### src/rtl/hilo_muldiv_ctrl_if.sv
// rtl/hilo_muldiv_ctrl_if.sv - request, multiplier and HI/LO signal bundle for hilo_muldiv_ctrl
interface hilo_muldiv_ctrl_if;
   logic        op_valid;
   logic [1:0]  op_code;
   logic [31:0] rs_data;
   logic [31:0] rt_data;
   logic        rd_req;
   logic        mult_start;
   logic [31:0] mult_a;
   logic [31:0] mult_b;
   logic [31:0] mult_high;
   logic [31:0] mult_low;
   logic        busy;
   logic        stall;
   logic [31:0] hi;
   logic [31:0] lo;

   modport slave (
      input  op_valid, op_code, rs_data, rt_data, rd_req, mult_high, mult_low,
      output mult_start, mult_a, mult_b, busy, stall, hi, lo
   );

   modport master (
      output op_valid, op_code, rs_data, rt_data, rd_req, mult_high, mult_low,
      input  mult_start, mult_a, mult_b, busy, stall, hi, lo
   );
endinterface

### src/rtl/hilo_muldiv_ctrl.sv
// rtl/hilo_muldiv_ctrl.sv - HI/LO sequencer around a fixed-latency unsigned multiplier
module hilo_muldiv_ctrl #(
   parameter int LATENCY = 33
) (
   input logic               clk,
   input logic               reset,
   hilo_muldiv_ctrl_if.slave bus
);
   typedef enum logic {IDLE, BUSY} state_t;

   localparam logic [1:0] OP_MULT  = 2'b00;
   localparam logic [1:0] OP_MULTU = 2'b01;
   localparam logic [1:0] OP_MTHI  = 2'b10;
   localparam logic [1:0] OP_MTLO  = 2'b11;

   state_t      state;
   logic [5:0]  counter;
   logic        neg;
   logic [63:0] product;
   logic [31:0] mag_a;
   logic [31:0] mag_b;

   // Two's-complement magnitude; 0x80000000 maps to itself, which is the correct unsigned magnitude.
   assign mag_a   = bus.rs_data[31] ? (~bus.rs_data + 32'd1) : bus.rs_data;
   assign mag_b   = bus.rt_data[31] ? (~bus.rt_data + 32'd1) : bus.rt_data;
   assign product = {bus.mult_high, bus.mult_low};

   assign bus.busy  = (state == BUSY);
   assign bus.stall = bus.busy & (bus.op_valid | bus.rd_req);

   always_ff @(posedge clk) begin
      if (reset) begin
         state          <= IDLE;
         counter        <= '0;
         neg            <= 1'b0;
         bus.mult_start <= 1'b0;
         bus.mult_a     <= '0;
         bus.mult_b     <= '0;
         bus.hi         <= '0;
         bus.lo         <= '0;
      end else begin
         bus.mult_start <= 1'b0;
         case (state)
            IDLE: begin
               if (bus.op_valid) begin
                  case (bus.op_code)
                     OP_MULT: begin
                        bus.mult_a     <= mag_a;
                        bus.mult_b     <= mag_b;
                        neg            <= bus.rs_data[31] ^ bus.rt_data[31];
                        bus.mult_start <= 1'b1;
                        counter        <= 6'(LATENCY);
                        state          <= BUSY;
                     end
                     OP_MULTU: begin
                        bus.mult_a     <= bus.rs_data;
                        bus.mult_b     <= bus.rt_data;
                        neg            <= 1'b0;
                        bus.mult_start <= 1'b1;
                        counter        <= 6'(LATENCY);
                        state          <= BUSY;
                     end
                     OP_MTHI: bus.hi <= bus.rs_data;
                     OP_MTLO: bus.lo <= bus.rs_data;
                     default: ;
                  endcase
               end
            end
            BUSY: begin
               counter <= counter - 6'd1;
               // Last busy edge: the multiplier outputs are valid now, so capture and leave BUSY together.
               if (counter == 6'd1) begin
                  {bus.hi, bus.lo} <= neg ? (~product + 64'd1) : product;
                  state            <= IDLE;
               end
            end
            default: state <= IDLE;
         endcase
      end
   end
endmodule
### src/flat_wrapper.sv
// flat-port wrapper written by rule: the top's interface ports become plain ports
module hilo_muldiv_ctrl_flat 
#(
   parameter int LATENCY = 33
)
  (clk, reset, bus_op_valid, bus_op_code, bus_rs_data, bus_rt_data, bus_rd_req, bus_mult_high, bus_mult_low, bus_mult_start, bus_mult_a, bus_mult_b, bus_busy, bus_stall, bus_hi, bus_lo);
  hilo_muldiv_ctrl_if bus_i ();
  input logic clk;
  input logic reset;
  input wire logic [$bits(bus_i.op_valid)-1:0] bus_op_valid;
  input wire logic [$bits(bus_i.op_code)-1:0] bus_op_code;
  input wire logic [$bits(bus_i.rs_data)-1:0] bus_rs_data;
  input wire logic [$bits(bus_i.rt_data)-1:0] bus_rt_data;
  input wire logic [$bits(bus_i.rd_req)-1:0] bus_rd_req;
  input wire logic [$bits(bus_i.mult_high)-1:0] bus_mult_high;
  input wire logic [$bits(bus_i.mult_low)-1:0] bus_mult_low;
  output wire logic [$bits(bus_i.mult_start)-1:0] bus_mult_start;
  output wire logic [$bits(bus_i.mult_a)-1:0] bus_mult_a;
  output wire logic [$bits(bus_i.mult_b)-1:0] bus_mult_b;
  output wire logic [$bits(bus_i.busy)-1:0] bus_busy;
  output wire logic [$bits(bus_i.stall)-1:0] bus_stall;
  output wire logic [$bits(bus_i.hi)-1:0] bus_hi;
  output wire logic [$bits(bus_i.lo)-1:0] bus_lo;
  assign bus_i.op_valid = bus_op_valid;
  assign bus_i.op_code = bus_op_code;
  assign bus_i.rs_data = bus_rs_data;
  assign bus_i.rt_data = bus_rt_data;
  assign bus_i.rd_req = bus_rd_req;
  assign bus_i.mult_high = bus_mult_high;
  assign bus_i.mult_low = bus_mult_low;
  assign bus_mult_start = bus_i.mult_start;
  assign bus_mult_a = bus_i.mult_a;
  assign bus_mult_b = bus_i.mult_b;
  assign bus_busy = bus_i.busy;
  assign bus_stall = bus_i.stall;
  assign bus_hi = bus_i.hi;
  assign bus_lo = bus_i.lo;
  hilo_muldiv_ctrl #(.LATENCY(LATENCY)) u_core (.clk(clk), .reset(reset), .bus(bus_i));
endmodule
### config.mk
export PLATFORM = sky130hd
export DESIGN_NAME = hilo_muldiv_ctrl_flat
export DESIGN_NICKNAME = d
export VERILOG_FILES = /design/src/rtl/hilo_muldiv_ctrl_if.sv /design/src/rtl/hilo_muldiv_ctrl.sv /design/src/flat_wrapper.sv
export SDC_FILE = /design/constraint.sdc
export NUM_CORES = 1
export LEC_CHECK = 0
export CAP_MARGIN = 25
export CORE_ASPECT_RATIO = 2
export CORE_MARGIN = 2
export CORE_UTILIZATION = 51
export DETAILED_ROUTE_END_ITERATION = 8
export GPL_ROUTABILITY_DRIVEN = 1
export MAX_ROUTING_LAYER = met4
export PLACE_DENSITY_LB_ADDON = 0.25
export SYNTH_ARGS = -nofsm -noshare
export SYNTH_HDL_FRONTEND = slang
export SYNTH_SLANG_ARGS = --single-unit
### constraint.sdc
create_clock -name clk -period 3.5 [get_ports clk]
set_clock_uncertainty 0.05 [all_clocks]
set_input_delay 0.35 -clock clk [delete_from_list [all_inputs] [get_ports clk]]
set_output_delay 0.35 -clock clk [all_outputs]
set_load 0.01 [all_outputs]
======== Yosys cells after proc, flatten, opt, wreduce, memory -nomap -nowiden ========
Cells that the tools add are included.
word-level totals
  word-level logic and storage cells ...... 57
  flip-flop bits (word level) ............. 137
  output and inout bits ................... 131
cells by class
  equality and inequality tests ........... 9
  mux-type cells .......................... 21
  bitwise gates (word level) .............. 7
  add/subtract/negate cells ............... 4
  reduce and logical (&&, ||, !) cells .... 8
operator list
  kind                     count
  $mux W32                 8
  $pmux W32 S2             4
  $add A32 B1 Y32 const B  2
  $add A64 B1 Y64 const B  1
  $mux W64                 1
  $not A32 Y32             2
  $not A64 Y64             1
  $mux W6                  2
  $pmux W6 S2              1
  $ne A2 B2 Y1 const B     5
  $reduce_and A3 Y1        3
  $eq A6 B1 Y1 const B     1
  $sub A6 B1 Y6 const B    1
  $eq A2 B2 Y1 const B     2
  $pmux W1 S2              2
  $reduce_or A2 Y1         2
  $mux W1                  3
  $eq A2 B1 Y1 const B     1
  $logic_not A2 Y1         1
  $reduce_and A2 Y1        1
  $reduce_bool A2 Y1       1
  $and A1 B1 Y1            1
  $not A1 Y1               1
  $or A1 B1 Y1             1
  $xor A1 B1 Y1            1

======== Longest topological paths before layout ========
Gate-level depths: netlist of run 1.
  word-level depth ........................ 5
  gate-level depth with buffers ........... 9
  depth with buffers taken out ............ 8

======== Least setup slack after synthesis of run 1 ========
Ideal clock, no wire load.
  path kind ............................... input to register
  from .................................... input port bus_rs_data[11]
  to ...................................... register u_core.bus.mult_a[27]
  arrival ................................. 2,340 ps
  cell stages on the path ................. 7
  path slack .............................. 979 ps
  library setup time ...................... 131 ps
  path through ............................ or4_4 > or4_4 > buf_6 > or3_4 > nor4_4 > mux2i_1 > o22ai_2
on the way
  cells in the longest elaborated chain, start to end .. 4
ends and longest elaborated chain
  item                  RTL line                   text
  start, declared       flat_wrapper.sv:12         input wire logic [$bits(bus_i.rs_data)-1:0] bus_rs_data;
  $not A32 Y32          hilo_muldiv_ctrl.sv:24     assign mag_a = bus.rs_data[31] ? (~bus.rs_data + 32'd1) : bus.rs_data;
  $add A32 B1 Y32       hilo_muldiv_ctrl.sv:24
  $mux W32              hilo_muldiv_ctrl.sv:24
  $pmux W32 S2          hilo_muldiv_ctrl.sv:46     case (bus.op_code)
  end signal, assigned  hilo_muldiv_ctrl.sv:48     bus.mult_a <= mag_a;
  end signal, assigned  hilo_muldiv_ctrl.sv:56     bus.mult_a <= bus.rs_data;
  end, declared         hilo_muldiv_ctrl_if.sv:20  output mult_start, mult_a, mult_b, busy, stall, hi, lo
Every way passes these cells.
A chain may end at the register's enable or synchronous reset.

======== Worst setup path after layout of run 1 ========
  from .................................... input port bus_mult_low[10]
  to ...................................... register u_core.bus.lo[24]
on the way
  cells in the longest elaborated chain, start to end .. 5
ends and longest elaborated chain
  item                  RTL line                   text
  start, declared       flat_wrapper.sv:16         input wire logic [$bits(bus_i.mult_low)-1:0] bus_mult_low;
  $not A64 Y64          hilo_muldiv_ctrl.sv:73     {bus.hi, bus.lo} <= neg ? (~product + 64'd1) : product;
  $add A64 B1 Y64       hilo_muldiv_ctrl.sv:73
  $mux W64              hilo_muldiv_ctrl.sv:73
  $mux W32              hilo_muldiv_ctrl.sv:72     if (counter == 6'd1) begin
  $pmux W32 S2          hilo_muldiv_ctrl.sv:43     case (state)
  end signal, assigned  hilo_muldiv_ctrl.sv:64     OP_MTLO: bus.lo <= bus.rs_data;
  end signal, assigned  hilo_muldiv_ctrl.sv:73
  end, declared         hilo_muldiv_ctrl_if.sv:20
Every way passes these cells. The select of a mux whose other input is x is not followed.

==> flow_summary.ini, run 1 <==
[cts]
tritoncts_clock_tree = done
cts_post_setup_buffers_inserted = 0
clockRootBuffer = sky130_fd_sc_hd__clkbuf_16
tritoncts.num_buffers = 17
cts.hold.buffers_added = 0
cts_htree_levels = 4
worstSkewPairLatency_ns = 0.43
cts.clk_slew.worst_paths_ns = 0.07
ctsLongestPathBuffers = 2
cts_sinks = 137
post_cts.resized_instances = 0

[route]
routed_wl_um = 35700
drc = 0
firstDrtPassIters = 6
routedWlPerCell_um = 23.1
dr.first_iter.drc_count = 1073
via_count = 10059
routed_via_density = 6.52
antenna_viol_nets_final = 0

[logic_synthesis]
synth_sequential_area_ratio = 0.330
synth_compound_gate_area_share = 0.271
post_synth_most_frequent_cells = sky130_fd_sc_hd__dfxtp_1, sky130_fd_sc_hd__nor2_1, sky130_fd_sc_hd__nand2_1
synthArstFlopShare = 0
yosysMostFrequentCell = sky130_fd_sc_hd__dfxtp_1
syn-num-nets = 1212
yosys_most_used_dff = sky130_fd_sc_hd__dfxtp_1
synth_enable_flop_cells = 0
synth_adder_area_share = 0.00753
synth_xor_area_frac = 0.0980
synth_cell_type_count = 67
syn-mean-instance-area_um2 = 7.75
synth_top_family_by_area = compound AO/OA/AOI/OAI gates
postSynthCellCount = 1073
synth_top_cell_area_share = 0.330
post_synth_mux_area_share = 0.0160
synth_top_cell_by_area = sky130_fd_sc_hd__dfxtp_1
synth.cell_area_mm2 = 0.00831
synthTopCellsByArea = sky130_fd_sc_hd__dfxtp_1, sky130_fd_sc_hd__xor2_1, sky130_fd_sc_hd__nor2_1
ys_ff_latch = 137
synth_simple_gate_area_frac = 0.235
warning_count_from_the_yosys_run = 0

[timing]
setup_violations = 0
grt_setup_unrepaired = no
setup_slack_ns = 0.762
clock.fmax_ghz = 0.365
final.period_utilization = 0.782
totalNegativeSetupSlack_ns = 0
max_slew_headroom_at_the_worst_pin = 0.473
tightest_slew_ns = 0.790
final-hold-violation-count = 0
timing_max_transition_violations_final = 0
period_minus_slack_ns = 2.74

[run]
max_cap_violations = 0

[worst_setup_path]
worst-setup-path-type = in -> reg
path_buf_inv = 1
crit_path_end = u_core.bus.lo[24]$_SDFFE_PP0P_
register_to_register_setup_slack_ns = 0.95
cp.arrival_ns = 3.02
critical_path.startpoint = bus_mult_low[10]
crit_chain = clkdlybuf4s50_1, nor4_1, nand3_1, or4_1, o41ai_1, xor2_1, a221oi_1
critical_register_to_register_path_endpoint = u_core.bus.hi[0]$_SDFFE_PP0P_
critical_path_peak_fanout = 4
worst_path_dominant_cell_family = simple AND/OR/NAND/NOR gates
r2r_startpoint = u_core.counter[1]$_SDFFE_PP0P_
worstSetupStartpointType = primary input
ff_to_ff_path_depth = 8
cp-end-kind = register
timing.critical_path.slowest_stage_cell = sky130_fd_sc_hd__nor4_1
critPathRequiredTime_ns = 3.78
worstSetupPathDepth = 7
max_stage_delay_ns = 0.58

[floorplanning]
dieHeight_um = 185
num_io_pins = 265
site_rows = 66
initial_utilization = 0.516
die_width_um = 94.3
core_area_mm2 = 0.0161
die_footprint_mm2 = 0.0174

[global_routing]
grt_antenna_before_repair = 1
gr-total-overflow = 0
vias_in_the_first_global_route = 9475
pin_count_of_the_biggest_net_entering_global_routing = 73
globalRouteTotalUtil = 0.413
grt_pass1_wl_um = 53500

[placed_design]
post-place-ws_ns = 0.385
dp_hpwl_um = 26200
port-buffer-count = 264
place.gp.congestion = 1.07

[run_status]
outcome = finished, final reports clean

[cells_and_area]
nets = 1464
finalCoreUtilization = 0.737
post_route_cells_drive_above_1_share = 0.0770
syn_to_final_growth_pct = 42.8

[pwr]
vdd_ir_drop_max_v = 0.000355
power_per_cell_area_mw_per_mm2 = 394
static-leakage-power_uw = 0.00401

[worst_hold_path]
hold_path_class = in -> reg
layer usage:
| layer | track usage | up-vias | wire length (um) |
|---|---|---|---|
| li1 | - | 4514 | - |
| met1 | 0.506 | 4665 | 13000 |
| met2 | 0.633 | 726 | 16400 |
| met3 | 0.0781 | 154 | 3870 |
| met4 | 0.234 | 0 | 2320 |
| met5 | - | - | 0 |
flip-flops by register name (all words and copies together) (netlist names):
| register | flops |
|---|---|
| u_core.bus.mult_start | 1 |
| u_core.bus.mult_b | 32 |
| u_core.bus.mult_a | 32 |
| u_core.neg | 1 |
| u_core.counter | 6 |
| u_core.bus.lo | 32 |
| u_core.bus.hi | 32 |
| u_core.bus.busy | 1 |
worst min-delay path by stage:
stage                                                   from                                 end  slack (ns)  depth (start not counted)
final                                                  reset       u_core.bus.hi[6]$_SDFFE_PP0P_        0.38                          2
after global routing                                   reset       u_core.bus.hi[6]$_SDFFE_PP0P_        0.40                          2
after CTS                                              reset       u_core.bus.hi[6]$_SDFFE_PP0P_        0.38                          2
after detailed placement  u_core.bus.mult_b[25]$_SDFFE_PP0P_  u_core.bus.mult_b[25]$_SDFFE_PP0P_        0.39                          2
after global placement    u_core.bus.mult_b[29]$_SDFFE_PP0P_  u_core.bus.mult_b[29]$_SDFFE_PP0P_        0.39                          2
after floorplan                            bus_mult_high[18]      u_core.bus.hi[18]$_SDFFE_PP0P_        0.40                          1
through the flow:
stage	cells	hold WS (ns)	total power, uW	instance area, um2
6_report	1543	0.377	4680	11900
2_1_floorplan	1073	0.398	2240	8310
4_1_cts	1542	0.385	4660	11900
3_3_place_gp	1510	0.388	2840	11300
3_5_place_dp	1510	0.390	2860	11300
5_1_grt	1543	0.395	4820	11900
cells in the final DEF (no fill, tap or decap), types with 18 or more instances in the layout:
cell and instances:
sky130_fd_sc_hd__or3_1 24, sky130_fd_sc_hd__a211oi_1 45, sky130_fd_sc_hd__a221oi_1 19, sky130_fd_sc_hd__xnor2_1 32, sky130_fd_sc_hd__buf_4 40, sky130_fd_sc_hd__nor2_1 133
sky130_fd_sc_hd__nor3_1 35, sky130_fd_sc_hd__clkdlybuf4s50_1 263, sky130_fd_sc_hd__nand3_1 23, sky130_fd_sc_hd__nand2_1 91, sky130_fd_sc_hd__o31ai_1 18, sky130_fd_sc_hd__a21oi_1 81
sky130_fd_sc_hd__dfxtp_1 136, sky130_fd_sc_hd__xor2_1 61, sky130_fd_sc_hd__o21ai_0 71
report_power, final:
part	total [uW]	internal [uW]	switching [uW]
Combinational	1130	520	606
Sequential	1730	1660	67.5
Clock	1820	1010	814
Total	4680	3190	1490
logic make-up after synthesis:
kind of cell / after synthesis
AOI/OAI and AO/OA: 339
xor gates and xnor gates: 93
adders and majority gates: 5
buffers and inverters: 91
DFF: 137
muxes: 13
and+or+nand+nor: 395
layout make-up:
class | instances | area, um2
Antenna cell | 1 | 2.50
Clock buffer | 17 | 425
Clock inverter | 15 | 158
Fill cell | 1269 | 4230
Inverter | 18 | 67.6
Multi-Input combinational cell | 845 | 5220
Sequential cell | 137 | 2740
Tap cell | 204 | 255
Timing Repair Buffer | 306 | 2990
Power figures use the tool's default switching activity.
==> run 2: changes to the inputs <==
CORE_UTILIZATION = 47   (was 51)
clock period = 2.8 ns   (was 3.5 ns; I/O delays follow)
==> flow_summary.ini, run 2 (same netlist as run 1, synthesis figures left out) <==
[cts]
ctsLongestPathBuffers = 2
cts_post_setup_buffers_inserted = 0
tritoncts_clock_tree = done
cts_htree_levels = 4
clockRootBuffer = sky130_fd_sc_hd__clkbuf_16
post_cts.resized_instances = 0
tritoncts.num_buffers = 17
worstSkewPairLatency_ns = 0.43
cts.hold.buffers_added = 0
cts_sinks = 137
cts.clk_slew.worst_paths_ns = 0.06

[global_routing]
gr-total-overflow = 0
grt_pass1_wl_um = 55600
globalRouteTotalUtil = 0.394
grt_antenna_before_repair = 0
pin_count_of_the_biggest_net_entering_global_routing = 62
vias_in_the_first_global_route = 10219

[cells_and_area]
area.sequential_mm2 = 0.00274
mostFrequentLayoutCell = sky130_fd_sc_hd__clkdlybuf4s50_1
nets = 1573
diodes = 0
layout_common_cells = sky130_fd_sc_hd__clkdlybuf4s50_1, sky130_fd_sc_hd__buf_4, sky130_fd_sc_hd__dfxtp_1
postLayoutCellArea_mm2 = 0.0127
post_route_cells_drive_above_1_share = 0.146
instances_no_fill = 1657
syn_to_final_growth_pct = 53.2
fill_cells = 1360
multiInputGateArea_mm2 = 0.00522

[placed_design]
placed_area_mm2 = 0.0121
post-place-ws_ns = -0.176
place.gp.congestion = 1.04
port-buffer-count = 264
dp_hpwl_um = 28600
dp_cells = 1625

[timing]
final-hold-violation-count = 0
tightest_slew_ns = 0.706
setup_violations = 0
setup_slack_ns = 0.251
final.hold.worst_slack_ns = 0.406
period_minus_slack_ns = 2.55
clock.fmax_ghz = 0.392
final.period_utilization = 0.911
timing_max_transition_violations_final = 0
grt_setup_unrepaired = no
max_slew_headroom_at_the_worst_pin = 0.529

[route]
routed_wl_um = 37000
dr.first_iter.drc_count = 586
routedWlPerCell_um = 22.3
via_count = 10238
firstDrtPassIters = 5
drc = 0
antenna_viol_nets_final = 0
routed_via_density = 6.18

[worst_hold_path]
hold_path_class = reg -> reg

[worst_setup_path]
timing.critical_path.mode_cell = sky130_fd_sc_hd__or4_4
cp.arrival_ns = 2.80
critPathRequiredTime_ns = 3.05
timing.critical_path.slowest_stage_cell = sky130_fd_sc_hd__or4_4
max_stage_delay_ns = 0.56
critical_path_peak_fanout = 6
path_buf_inv = 1
worst-setup-path-type = in -> reg
cp-end-kind = register
worstSetupStartpointType = primary input
worst_path_dominant_cell_family = simple AND/OR/NAND/NOR gates
crit_chain = clkdlybuf4s50_1, or4_4, or4_4, or3_4, nor4_4, mux2i_1, o22ai_2

[floorplanning]
core_area_mm2 = 0.0173
dieHeight_um = 192
site_rows = 68
die_footprint_mm2 = 0.0188
initial_utilization = 0.481
num_io_pins = 265
die_width_um = 98.0

[pwr]
static-leakage-power_uw = 0.00456
vdd_ir_drop_max_v = 0.000373
power_per_cell_area_mw_per_mm2 = 477

[run_status]
outcome = finished, final reports clean

[run]
max_cap_violations = 0
==> run 2: layer usage <==
metal | GRT usage | wire, um
met2 | 0.696 | 19100
met1 | 0.380 | 12300
met3 | 0.0633 | 2480
met5 | - | 0
met4 | 0.302 | 3160
==> run 2: metrics by stage <==
step	total power, uW	utilization	TNS, ns
6_report	6080	0.737	0
5_1_grt	6270	0.737	0
4_1_cts	6070	0.737	0
3_5_place_dp	3650	0.701	-0.814
3_3_place_gp	3630	0.701	-0.377
2_1_floorplan	2800	-	0
==> run 2: worst register-to-register path: cells and delay by family (launching register included) <==
| family | cells | cell delay, ns |
|---|---|---|
| AOI/OAI and AO/OA | 2 | 0.60 |
| DFF | 1 | 0.35 |
| and+or+nand+nor | 3 | 1.31 |
==> run 2: area by class of cell <==
class	instances	share of cell area
clock inverters	14	0.0152
clock buffers	18	0.0337
inverters	18	0.00531
well taps	210	0.0206
repair buffers	415	0.299
flip-flops and latches	137	0.216
multi-input cells	845	0.410
==> run 2: worst paths after layout <==
path                                           start                                 end  slack (ns)  cells after the start
setup / recovery                     bus_rs_data[10]  u_core.bus.mult_a[27]$_SDFFE_PP0P_        0.25                      7
hold / removal    u_core.bus.mult_b[29]$_SDFFE_PP0P_  u_core.bus.mult_b[29]$_SDFFE_PP0P_        0.41                      2
setup reg to reg      u_core.counter[2]$_SDFFE_PP0P_      u_core.bus.lo[23]$_SDFFE_PP0P_        0.39                      5
hold reg to reg   u_core.bus.mult_b[29]$_SDFFE_PP0P_  u_core.bus.mult_b[29]$_SDFFE_PP0P_        0.41                      2
==> run 2: report_power, final <==
group | total [uW] | switching (uW) | leakage [uW] | internal (uW)
Clock | 2440 | 946 | 0.000301 | 1500
Sequential | 2160 | 83.3 | 0.00112 | 2080
Combinational | 1470 | 754 | 0.00314 | 719
